`src/rtl/div_seq_pkg.sv`:
```
// Shared constants for the sequential divider: op codes, FSM encoding, latency.
// SIGNED_DIV_EN selects signed DIV/REM support (adds the FIX state).
package div_seq_pkg;

    localparam logic [1:0] OP_DIV  = 2'b00;
    localparam logic [1:0] OP_DIVU = 2'b01;
    localparam logic [1:0] OP_REM  = 2'b10;
    localparam logic [1:0] OP_REMU = 2'b11;

    localparam logic [1:0] ST_IDLE = 2'd0;
    localparam logic [1:0] ST_CALC = 2'd1;
    localparam logic [1:0] ST_FIX  = 2'd2;
    localparam logic [1:0] ST_DONE = 2'd3;

    // Cycles beyond WIDTH from accept to o_valid on the iterative path.
`ifdef SIGNED_DIV_EN
    localparam int LAT_EXTRA = 2;
`else
    localparam int LAT_EXTRA = 1;
`endif

endpackage

```
`src/rtl/div_seq_cla.sv`:
```
// Carry-lookahead adder/subtractor; sum = a + (b ^ {sub_en}) + sub_en.
module div_seq_cla #(
    parameter int W = 33
) (
    input  logic [W-1:0] a,
    input  logic [W-1:0] b,
    input  logic         sub_en,
    output logic [W-1:0] sum,
    output logic         cout
);

    logic [W-1:0] bx;
    logic [W-1:0] g;
    logic [W-1:0] p;

    assign bx = b ^ {W{sub_en}};
    assign g  = a & bx;
    assign p  = a ^ bx;

    always_comb begin
        logic c;
        c    = sub_en;
        sum  = '0;
        for (int i = 0; i < W; i++) begin
            sum[i] = p[i] ^ c;
            c      = g[i] | (p[i] & c);
        end
        cout = c;
    end

endmodule

```
`src/rtl/div_seq.sv`:
```
// Sequential restoring divider/remainder unit sharing one WIDTH+1 CLA.
// Build option: SIGNED_DIV_EN enables signed DIV/REM (RISC-V M semantics).
//
// state | meaning
// IDLE  | ready, accepts a request; adder negates i_a for signed magnitude
// CALC  | one restoring step per cycle, counter WIDTH-1 down to 0
// FIX   | sign correction of the selected result through the adder
// DONE  | register o_result, pulse o_valid, return to IDLE
module div_seq
    import div_seq_pkg::*;
#(
    parameter int WIDTH = 32
) (
    input  logic             clk,
    input  logic             rst_n,
    input  logic             i_valid,
    output logic             o_ready,
    input  logic [1:0]       i_op,
    input  logic [WIDTH-1:0] i_a,
    input  logic [WIDTH-1:0] i_b,
    input  logic             i_flush,
    output logic             o_valid,
    output logic [WIDTH-1:0] o_result
);

    localparam int CNT_W = $clog2(WIDTH);

    logic [1:0]       state;
    logic [CNT_W-1:0] cnt;
    logic             rdy_q;
    logic             op_rem;
    logic             neg_q;
    logic             neg_r;
    logic             neg_b;
    logic [WIDTH-1:0] dvs;
    logic [WIDTH-1:0] quo;
    logic [WIDTH-1:0] rem;

    logic [WIDTH:0]   cla_a;
    logic [WIDTH:0]   cla_b;
    logic             cla_sub;
    logic [WIDTH:0]   cla_sum;
    logic             cla_cout;

    logic             signed_op;
    logic             a_neg;
    logic             b_neg;
    logic [WIDTH-1:0] a_mag;
    logic             div_zero;
    logic             ovf;
    logic             unused_sum_msb;

`ifdef SIGNED_DIV_EN
    assign signed_op = ~i_op[0];
`else
    logic unused_op;
    assign signed_op = 1'b0;
    assign unused_op = i_op[0];
`endif

    assign a_neg    = signed_op & i_a[WIDTH-1];
    assign b_neg    = signed_op & i_b[WIDTH-1];
    assign a_mag    = a_neg ? cla_sum[WIDTH-1:0] : i_a;
    assign div_zero = (i_b == '0);
    assign ovf      = signed_op && (i_a == {1'b1, {(WIDTH-1){1'b0}}}) && (i_b == '1);
    assign o_ready  = rdy_q && (state == ST_IDLE);
    assign unused_sum_msb = cla_sum[WIDTH];

    // A negative divisor is added in its raw two's-complement form, so its
    // magnitude never has to be formed; carry-out still means "fits".
    always_comb begin
        cla_a   = '0;
        cla_b   = '0;
        cla_sub = 1'b1;
        case (state)
            ST_IDLE: cla_b = {1'b0, i_a};
            ST_CALC: begin
                cla_a   = {rem, quo[WIDTH-1]};
                cla_b   = {neg_b, dvs};
                cla_sub = ~neg_b;
            end
            ST_FIX:  cla_b = {1'b0, op_rem ? rem : quo};
            default: ;
        endcase
    end

    div_seq_cla #(.W(WIDTH + 1)) u_cla (
        .a      (cla_a),
        .b      (cla_b),
        .sub_en (cla_sub),
        .sum    (cla_sum),
        .cout   (cla_cout)
    );

    always_ff @(posedge clk) begin
        if (!rst_n) begin
            state    <= ST_IDLE;
            cnt      <= '0;
            rdy_q    <= 1'b0;
            op_rem   <= 1'b0;
            neg_q    <= 1'b0;
            neg_r    <= 1'b0;
            neg_b    <= 1'b0;
            dvs      <= '0;
            quo      <= '0;
            rem      <= '0;
            o_valid  <= 1'b0;
            o_result <= '0;
        end else begin
            rdy_q   <= 1'b1;
            o_valid <= 1'b0;
            case (state)
                ST_IDLE: begin
                    if (i_valid && rdy_q) begin
                        op_rem <= i_op[1];
                        neg_q  <= a_neg ^ b_neg;
                        neg_r  <= a_neg;
                        neg_b  <= b_neg;
                        dvs    <= i_b;
                        cnt    <= CNT_W'(WIDTH - 1);
                        if (div_zero) begin
                            quo   <= '1;
                            rem   <= i_a;
                            state <= ST_DONE;
                        end else if (ovf) begin
                            quo   <= i_a;
                            rem   <= '0;
                            state <= ST_DONE;
                        end else begin
                            quo   <= a_mag;
                            rem   <= '0;
                            state <= ST_CALC;
                        end
                    end
                end
                ST_CALC: begin
                    if (i_flush) begin
                        state <= ST_IDLE;
                    end else begin
                        quo <= {quo[WIDTH-2:0], cla_cout};
                        rem <= cla_cout ? cla_sum[WIDTH-1:0] : {rem[WIDTH-2:0], quo[WIDTH-1]};
                        if (cnt == '0) begin
                            state <= (LAT_EXTRA == 2) ? ST_FIX : ST_DONE;
                        end else begin
                            cnt <= cnt - CNT_W'(1);
                        end
                    end
                end
                ST_FIX: begin
                    if (i_flush) begin
                        state <= ST_IDLE;
                    end else begin
                        if (op_rem && neg_r) rem <= cla_sum[WIDTH-1:0];
                        if (!op_rem && neg_q) quo <= cla_sum[WIDTH-1:0];
                        state <= ST_DONE;
                    end
                end
                default: begin
                    o_valid  <= 1'b1;
                    o_result <= op_rem ? rem : quo;
                    state    <= ST_IDLE;
                end
            endcase
        end
    end

endmodule

```
`config.mk`:
```
export PLATFORM = sky130hd
export DESIGN_NAME = div_seq
export DESIGN_NICKNAME = d
export VERILOG_FILES = /design/src/rtl/div_seq_pkg.sv /design/src/rtl/div_seq_cla.sv /design/src/rtl/div_seq.sv
export SDC_FILE = /design/constraint.sdc
export NUM_CORES = 1
export LEC_CHECK = 0
export ABC_AREA = 1
export CORE_UTILIZATION = 45
export DETAILED_ROUTE_END_ITERATION = 10
export GPL_TIMING_DRIVEN = 0
export PLACE_DENSITY = 0.77
export REMOVE_ABC_BUFFERS = 1
export SLEW_MARGIN = 20
export SYNTH_ARGS = -nofsm -noshare
export SYNTH_HDL_FRONTEND = slang
export SYNTH_SLANG_ARGS = --single-unit
export TNS_END_PERCENT = 20
```
`constraint.sdc`:
```
create_clock -name clk -period 54.4 [get_ports clk]
set_clock_uncertainty 0.2 [all_clocks]
set_input_delay 10.88 -clock clk [delete_from_list [all_inputs] [get_ports clk]]
set_output_delay 10.88 -clock clk [all_outputs]
set_load 0.01 [all_outputs]
```
# Word-level counts from Yosys, hierarchy flattened
# Cells that the tools add are included.
op_classes:
  addsub: 1
  n_eq_ne: 7
  n_mux: 24
  bitwise_logic: 101
  reduce_logical: 12
ops:
  columns: ["operator", "count"]
  rows:
  - ["$mux 32", 8]
  - ["$pmux 32 s2", 2]
  - ["$pmux 32 s3", 1]
  - ["$and 33x33->33", 1]
  - ["$mux 33", 1]
  - ["$not 33->33", 1]
  - ["$or 1x1->1", 33]
  - ["$xor 33x33->33", 1]
  - ["$and 1x1->1", 32]
  - ["$logic_not 32->1", 1]
  - ["$xor 1x1->1", 31]
  - ["$mux 5", 3]
  - ["$mux 2", 5]
  - ["$pmux 5 s2", 1]
  - ["$ne 2x2->1 const B", 3]
  - ["$pmux 2 s3", 1]
  - ["$logic_not 5->1", 1]
  - ["$reduce_and 5->1", 1]
  - ["$sub 5x1->5 const B", 1]
  - ["$reduce_and 2->1", 2]
  - ["$reduce_and 4->1", 1]
  - ["$ne 3x3->1 const B", 1]
  - ["$reduce_bool 3->1", 1]
  - ["$reduce_or 3->1", 1]
  - ["other kinds (8)", 11]
totals:
  ff_bits: 138
  inputBits: 70
  out_inout_bits: 34
  wordCells: 154

# Logic depth before layout (Yosys ltp)
# Gate-level depths: netlist (run 1).
logic_depth:
  word_depth: 72
  depth_mapped: 46
  ltp_nobuf: 42

# Modules after synthesis
# A second synthesis (run 1) with hierarchy kept.
unflattened:
  cells_unflattened: 1467
  area_unflattened_um2: 9081.2
by_module_without_submodules:
  columns: ["module", "n_inst", "cells_each", "area_per_inst_um2", "seq_area_each_um2"]
  rows:
  - ["div_seq", 1, 1229, 7558.5, 2762.6]
  - ["div_seq_cla", 1, 238, 1522.7, 0.0]

# Worst setup path after synthesis (run 1)
# OpenSTA, ideal clock, no wires.
synth_timing:
  path_type: "input to register"
  from: "input i_a[0]"
  to: "register rem[10]"
  setup_ps: 120
  arrival_time_ps: 25934
  required_time_ps: 54080
  setup_slack_ps: 28146
  stages: 41
  n_path_buf: 1
  path_cell_list: "nand2_1 -> a31oi_1 -> ha_1 -> inv_1 -> fa_1 -> fa_1 -> fa_1 -> fa_1 -> fa_1 -> fa_1 -> fa_1 -> fa_1 -> fa_1 -> fa_1 -> fa_1 -> fa_1 -> fa_1 -> fa_1 -> [... 5 more ...] -> fa_1 -> fa_1 -> fa_1 -> fa_1 -> fa_1 -> fa_1 -> fa_1 -> fa_1 -> fa_1 -> fa_1 -> fa_1 -> fa_1 -> o21bai_4 -> buf_4 -> nand2_1 -> o21ai_0 -> a21oi_1 -> a21oi_1"
synth_via:
  elab_chain_cells: 71
  elab_cells_between_ends: 73
  cone_classes: "4 x mux; 69 x bitwise"
synth_lines:
  columns: ["element", "line_no", "source"]
  rows:
  - ["start, declared", "div_seq.sv:19", "input logic [WIDTH-1:0] i_a,"]
  - ["$pmux 32 s3 *", "div_seq.sv:75", "case (state)"]
  - ["$not 33->33 (no line) *", null, null]
  - ["$and 33x33->33 / $xor 33x33->33 (equally long branches)", "div_seq_cla.sv:17, div_seq_cla.sv:18", null]
  - ["$or 1x1->1 *", "div_seq_cla.sv:26", "c = g[i] | (p[i] & c);"]
  - ["$and 1x1->1 *", "div_seq_cla.sv:26", null]
  - ["$or 1x1->1 *", "div_seq_cla.sv:26", null]
  - ["$and 1x1->1 *", "div_seq_cla.sv:26", null]
  - ["$or 1x1->1 *", "div_seq_cla.sv:26", null]
  - ["[... 55 more ...]", null, null]
  - ["$or 1x1->1", "div_seq_cla.sv:26", null]
  - ["$and 1x1->1", "div_seq_cla.sv:26", null]
  - ["$or 1x1->1", "div_seq_cla.sv:26", null]
  - ["$and 1x1->1", "div_seq_cla.sv:26", null]
  - ["$or 1x1->1", "div_seq_cla.sv:26", null]
  - ["$mux 32 *", "div_seq.sv:141", "rem <= cla_cout ? cla_sum[WIDTH-1:0] : {rem[WIDTH-2:0], quo[WIDTH-1]};"]
  - ["$mux 32 *", "div_seq.sv:137", "if (i_flush) begin"]
  - ["$pmux 32 s2 *", "div_seq.sv:112", "case (state)"]
  - ["end signal, assigned", "div_seq.sv:123", "rem <= i_a;"]
  - ["end signal, assigned", "div_seq.sv:141", null]
  - ["end signal, assigned", "div_seq.sv:153", "if (op_rem && neg_r) rem <= cla_sum[WIDTH-1:0];"]
  - ["end, declared", "div_seq.sv:37", "logic [WIDTH-1:0] rem;"]
# Mark *: on every way between the ends. The rest lies on a longest branch, timed or not. The select of a mux whose other input is x is not followed.
# A chain may end at the register's enable or synchronous reset.

# Worst setup path in the final report (run 1)
layout_timing:
  from: "input i_a[0]"
  to: "register rem[16]"
layout_via:
  elab_chain_cells: 71
  elab_cells_between_ends: 73
  cone_classes: "4 x mux; 69 x bitwise"
layout_lines:
  columns: ["element", "line_no"]
  rows:
  - ["$pmux 32 s3 *", "div_seq.sv:75"]
  - ["$not 33->33 (no line) *", null]
  - ["$and 33x33->33 / $xor 33x33->33 (equally long branches)", "div_seq_cla.sv:17, div_seq_cla.sv:18"]
  - ["$or 1x1->1 *", "div_seq_cla.sv:26"]
  - ["$and 1x1->1 *", "div_seq_cla.sv:26"]
  - ["$or 1x1->1 *", "div_seq_cla.sv:26"]
  - ["$and 1x1->1 *", "div_seq_cla.sv:26"]
  - ["$or 1x1->1 *", "div_seq_cla.sv:26"]
  - ["[... 55 more ...]", null]
  - ["$or 1x1->1", "div_seq_cla.sv:26"]
  - ["$and 1x1->1", "div_seq_cla.sv:26"]
  - ["$or 1x1->1", "div_seq_cla.sv:26"]
  - ["$and 1x1->1", "div_seq_cla.sv:26"]
  - ["$or 1x1->1", "div_seq_cla.sv:26"]
  - ["$mux 32 *", "div_seq.sv:141"]
  - ["$mux 32 *", "div_seq.sv:137"]
  - ["$pmux 32 s2 *", "div_seq.sv:112"]
# Marks and branches as above.

==> results by group, run 1 <==
Clock tree
  – CTS buffer count: 17
  – Clk sinks: 138
  – Clk_lat worst skew: 0.43 ns
  – Clock slew at reported path FFs: ~0.060 ns
  – CTS tree: done
  – Post-CTS Setup Inserts: 0
  – CTS Hold Buffers Added: 0
  – Clock H-tree levels: 4
  – Clk root buf: clkbuf_16
  – CTS resizes: 0
  – CTS Buffer Depth: 2

STA
  – Rel. slew slack: 24.69%
  – Pins over their slew limit: 0
  – Worst slew pin tran: 1.123 ns
  – Setup TNS: 0 ns
  – Final Hold Fails: 0
  – Fin worst setup slack: about 27 ns
  – Final setup vio count: 0
  – Final critical-path share of the clock period: about 50%
  – Setup repair after global routing missed its margin: no
  – Minimum clock period: 27.34 ns
  – Fmax: roughly 37 MHz

Critical path
  – Flop-to-flop setup slack: approximately 37 ns
  – Setup Crit Path Kind: in2reg
  – Startpoint types: input pin
  – Reg2reg path depth: slightly above 40
  – Critical Path Sink Type: flip-flop
  – Arr. time, crit path: between 20 and 30 ns
  – Critical path required time: about 55 ns
  – Max stage delay cell, worst path: clkdlybuf4s50_1
  – Max incr delay on CP: 0.51 ns
  – Largest fanout on the critical path: 34
  – Most frequent CP cell: fa_1

Pwr
  – Power Density: between 40 and 50 nW/um2
  – Worst VDD drop: around 0.037 mV
  – Leak Pwr: between 4 and 5 nW

Routing
  – Antenna viol nets, final: 0
  – Via count: about 8,000
  – 1st-iter DRT viols: 651
  – Final WL: ~23,000 um
  – # DRC: 0
  – WL/cell: 15.24 um
  – Vias/cell: approximately 5.4
  – DRT Pass-1 Iters: 5

Finish
  – Multi-input gate area: 4369 um2
  – FF+latch area: around 2800 um2
  – Proportion of layout cells with a drive suffix above 1: between 4 and 5%
  – Number of nets in the layout: around 1,400
  – P&R area growth vs syn: 21.04%
  – Antenna cells: 0
  – Util after Layout: 56.56%
  – Post-Layout Cell Count: about 1,500
  – Fillers: ~1,700

Floorplanning
  – Rows: 48
  – # IOs: approximately 100
  – Die X: approximately 140 um
  – Die area: 18,750 um2
  – Die Y: between 100 and 150 um
  – Core area: approximately 18,000 um2
  – Starting Density: 46.73%

Synthesis
  – Register area share after synthesis: 33.72%
  – FF+latch count, synth: between 100 and 150
  – Ys async rst share: 0%
  – Synthesis Warnings: 0
  – Post-synth cell types: 29
  – Post-synth EDFFs: 0
  – Cell Area, Synth: between 8000 and 9000 um2
  – Most used flip-flop cell after synthesis: dfxtp_1
  – Gate Count Post-Synth: 1,206
  – Syn_area_per_cell: about 6.8 um2

Global route
  – First-pass GRT wire length: approximately 37,000 um
  – M3 GR Usage: 4.963%
  – GRT Total Usage: between 20% and 30%
  – Initial antenna violation count: 0
  – Largest net degree at the start of global routing: 70
  – GR peak layer: met2
  – GR Layer Usage met1: approximately 33%
  – Vias in the first global route: about 7,500
  – M2 GR Usage: 41.19%
  – Total gr overflow: 0

Worst hold path
  – Hold Path Cell Cnt: 2
  – Worst Hold Class: reg2reg

Placed design
  – # placed instances: 1,450
  – IO Port Bufs: roughly 100
  – Routability congestion estimate: ~0.80
  – Pre-CTS setup slack: ~27 ns
  – HPWL Detailed: 13,590 um

Run
  – MaxCap Viol Count: 0

Outcome
  – Run status: complete, no violations
-- power by group --
part	internal [W]	switching [W]	total, W
Sequential	0.000121	0.0000128	0.000133
Clock	0.0000845	0.0000447	0.000129
Combinational	0.0000502	0.0000925	0.000143
-- per-stage QoR --
step	instance area, um2	total power [W]	hold slack, ns
global placement	9059	0.0002683	0.2441
detailed placement	9274	0.0002749	0.2473
CTS	9917	0.0004046	0.2554
finish	9918	0.0004053	0.2541
global route	9918	0.0004319	0.2740
floorplan	7756	0.0002287	0.2291
-- routing by layer --
metal  vias up  wire [um]
met5         -          0
met4         0        277
met3        22       1350
met2       275      10600
met1      3712      10340
li1       4010          -
-- cells in the final DEF (no fill, tap or decap), types with 2 or more instances in the layout --
cell type / instances
buf_12: 2
nand3_1: 41
nor2_1: 91
clkdlybuf4s50_1: 101
clkbuf_1: 3
inv_2: 2
clkinv_2: 4
o22ai_1: 31
nand2_1: 198
o21ai_0: 192
ha_4: 2
o21ai_2: 2
bufinv_16: 5
ha_1: 6
clkbuf_16: 17
a21oi_1: 136
o211ai_1: 31
inv_1: 170
nand2_2: 3
o21ai_1: 30
or2_2: 2
fa_1: 31
dfxtp_1: 137
clkbuf_8: 3
buf_16: 5
-- cell families after synthesis --
| kind of cell | synth area share, % |
|---|---|
| simple gates | 16.41 |
| flops | 33.72 |
| compound gates | 27.68 |
| buf+inv | 13.39 |
| fa+ha+maj | 8.795 |
-- Yosys cell counts (2+ instances only) --
cell / instances / area [um2]
a21oi_1: 136 / 680.7
buf_1: 7 / 26.28
buf_2: 25 / 125.1
buf_4: 6 / 45.04
buf_6: 6 / 67.56
clkbuf_1: 45 / 168.9
dfxtp_1: 138 / 2763
fa_1: 31 / 620.6
ha_1: 8 / 100.1
inv_1: 173 / 649.4
nand2_1: 200 / 750.7
nand2_2: 2 / 12.51
nand3_1: 41 / 205.2
nor2_1: 91 / 341.6
o211ai_1: 31 / 232.7
o21ai_0: 192 / 960.9
o21ai_1: 30 / 150.1
o21ai_2: 2 / 17.52
o22ai_1: 31 / 193.9
or2_2: 2 / 12.51
-- state kept, by name (all words and copies together) (netlist names) --
register  count
dvs          32
o_result     32
quo          32
rem          32
cnt           5
state         2
o_valid       1
op_rem        1
rdy_q         1
-- worst max-delay path, delay by kind of cell --
| family | cells | cell delay, ns |
|---|---|---|
| buffers and inverters | 3 | 0.85 |
| and+or+nand+nor | 2 | 0.15 |
| adders and majority gates | 32 | 14.66 |
| AOI/OAI and AO/OA | 5 | 0.90 |
-- final cells by class --
type	count	share of cell area, %
well taps	225	2.838
flip-flops and latches	138	27.87
clock buffers	23	4.819
multi-input cells	803	44.05
clock inverters	8	1.665
repair buffers	109	12.10
inverters	175	6.661
-- worst paths after layout --
| check | end | start |
|---|---|---|
| min | dvs[16] | dvs[16] |
| max reg2reg | rem[16] | state[0] |
| min reg2reg | dvs[16] | dvs[16] |
| max | rem[16] | i_a[0] |
Note: power is estimated with default switching activity, not from simulation.
==> inputs of run 2 (changes only) <==
- PLACE_DENSITY: 0.77 -> 0.8
- clock period: 54.4 -> 24.3 ns (I/O delays scaled with it)
==> run 2 against run 1 <==
Non-clock buffer count did not move. Sequential cell count did not move. Die area did not move. Via count rose by 0.61%. Hold slack got worse by 0.0024 ns. Utilization fell by 0.56 points. Critical path depth did not move. Global-route usage barely moved. Sequential power rose by 120%. Largest power group unchanged. Clock power rose by 88%. Cell count barely moved. Largest cell class unchanged. Wire length fell by 0.67%.
==> results by group, run 2 (same netlist as run 1, synthesis figures left out) <==
Finish
  – Multi-input gate area: 4369 um2
  – Commonest non-fill, non-tap cells in the layout: nand2_1 (198), o21ai_0 (192), inv_1 (170), dfxtp_1 (137), a21oi_1 (136)
  – Number of nets in the layout: 1,353
  – P&R area growth vs syn: 19.84%
  – Proportion of layout cells with a drive suffix above 1: ~4%
  – Commonest non-fill, non-tap cell in the layout: nand2_1
  – Fillers: ~1,700
  – Antenna cells: 0
  – FF+latch area: approximately 2800 um2
  – Post-Layout Cell Count: about 1,500

Floorplanning
  – Die area: about 19,000 um2
  – Core area: ~18,000 um2
  – Rows: 48
  – Die X: 136.9 um
  – Starting Density: 46.73%
  – # IOs: 104
  – Die Y: about 140 um

Clock tree
  – CTS Buffer Depth: 2
  – Clock H-tree levels: 4
  – Clk_lat worst skew: 0.43 ns
  – Clock slew at reported path FFs: about 0.060 ns
  – CTS buffer count: 17
  – CTS resizes: 0
  – Clk sinks: 138
  – CTS Hold Buffers Added: 0
  – Clk root buf: clkbuf_16
  – Post-CTS Setup Inserts: 0
  – CTS tree: done

Critical path
  – WP buf/inv: 4
  – Most frequent CP cell: fa_1
  – Arr. time, crit path: about 22 ns
  – Max stage delay cell, worst path: clkdlybuf4s50_1
  – Max incr delay on CP: 0.53 ns
  – Critical path required time: ~24 ns
  – Largest fanout on the critical path: 28
  – Startpoint types: input pin
  – Critical Path Sink Type: flip-flop
  – Setup Crit Path Kind: in2reg
  – Cell family with most CP delay: adder cells

Routing
  – 1st-iter DRT viols: between 700 and 800
  – # DRC: 0
  – DRT Pass-1 Iters: 6
  – Vias/cell: 5.451
  – Via count: roughly 8,100
  – Antenna viol nets, final: 0
  – WL/cell: about 15 um
  – Final WL: 22,420 um

Global route
  – First-pass GRT wire length: around 37,000 um
  – Initial antenna violation count: 0
  – Vias in the first global route: between 7,000 and 8,000
  – Largest net degree at the start of global routing: 86
  – GRT Total Usage: roughly 25%
  – Total gr overflow: 0

STA
  – Rel. slew slack: ~25%
  – Worst slew pin tran: 1.132 ns
  – Setup TNS: 0 ns
  – Setup repair after global routing missed its margin: no
  – Worst hold slack: about 0.25 ns
  – Final critical-path share of the clock period: between 80% and 90%
  – Minimum clock period: around 21 ns
  – Final Hold Fails: 0
  – Fmax: between 40 and 50 MHz
  – Pins over their slew limit: 0
  – Final setup vio count: 0

Pwr
  – Leak Pwr: roughly 4 nW
  – Power Total: 0.0008623 W
  – Worst VDD drop: 0.05920 mV
  – Power Density: just under 90 nW/um2

Worst hold path
  – Worst Hold Class: reg2reg

Placed design
  – # placed instances: about 1,500
  – Routability congestion estimate: between 0.8 and 0.9
  – IO Port Bufs: a little over 100
  – HPWL Detailed: around 14,000 um

Outcome
  – Run status: complete, no violations

Run
  – MaxCap Viol Count: 0
run 2: through the flow:
stage,utilization (%),worst slack (ns),instance area (um2)
2_1_floorplan,-,3.878,7756
3_3_place_gp,51.66,2.375,9059
3_5_place_dp,52.88,2.411,9274
4_1_cts,55.99,2.799,9819
5_1_grt,55.99,2.252,9819
6_report,55.99,2.838,9819
run 2: cell type report:
class                           instances  share of cell area (%)
Inverter                              175                   6.715
Timing Repair Buffer                  109                   12.22
Clock inverter                          1                 0.05097
Sequential cell                       138                   28.15
Multi-Input combinational cell        803                   44.50
Clock buffer                           29                   5.505
Tap cell                              225                   2.867
run 2: final timing paths:
check,startpoint,to,cells past startpoint,slack (ns)
min,dvs[14],dvs[14],2,0.25
min reg2reg,dvs[14],dvs[14],2,0.25
max reg2reg,state[1],rem[16],43,6.34
max,i_a[0],rem[16],42,2.84
run 2: power by group:
part,internal (W),leakage [nW],switching [W]
clock,0.000148,0.270,0.0000947
combinational,0.000113,2.71,0.000207
sequential,0.000270,1.13,0.0000287
total,0.000532,4.11,0.000331
run 2: worst min-delay path: cells and delay by family, from the launching register on:
kind	cells	cell delay (ns)
flip-flops	1	0.29
AO/OA/AOI/OAI	1	0.05
buffers and inverters	1	0.06
run 2: routing by layer:
layer,wire [um],vias to the layer above,track usage [%]
met2,10630,313,42.70
met1,9551,3700,31.47
met3,1687,49,5.000
met4,554,0,10.32
met5,0,-,0
li1,-,4006,-
==> inputs of run 3 (changes only) <==
- CAP_MARGIN: not set -> 20
- SETUP_SLACK_MARGIN: not set -> 0.02
==> results of run 3 <==
No change in the layout: final DEF, timing and power equal those of run 2.
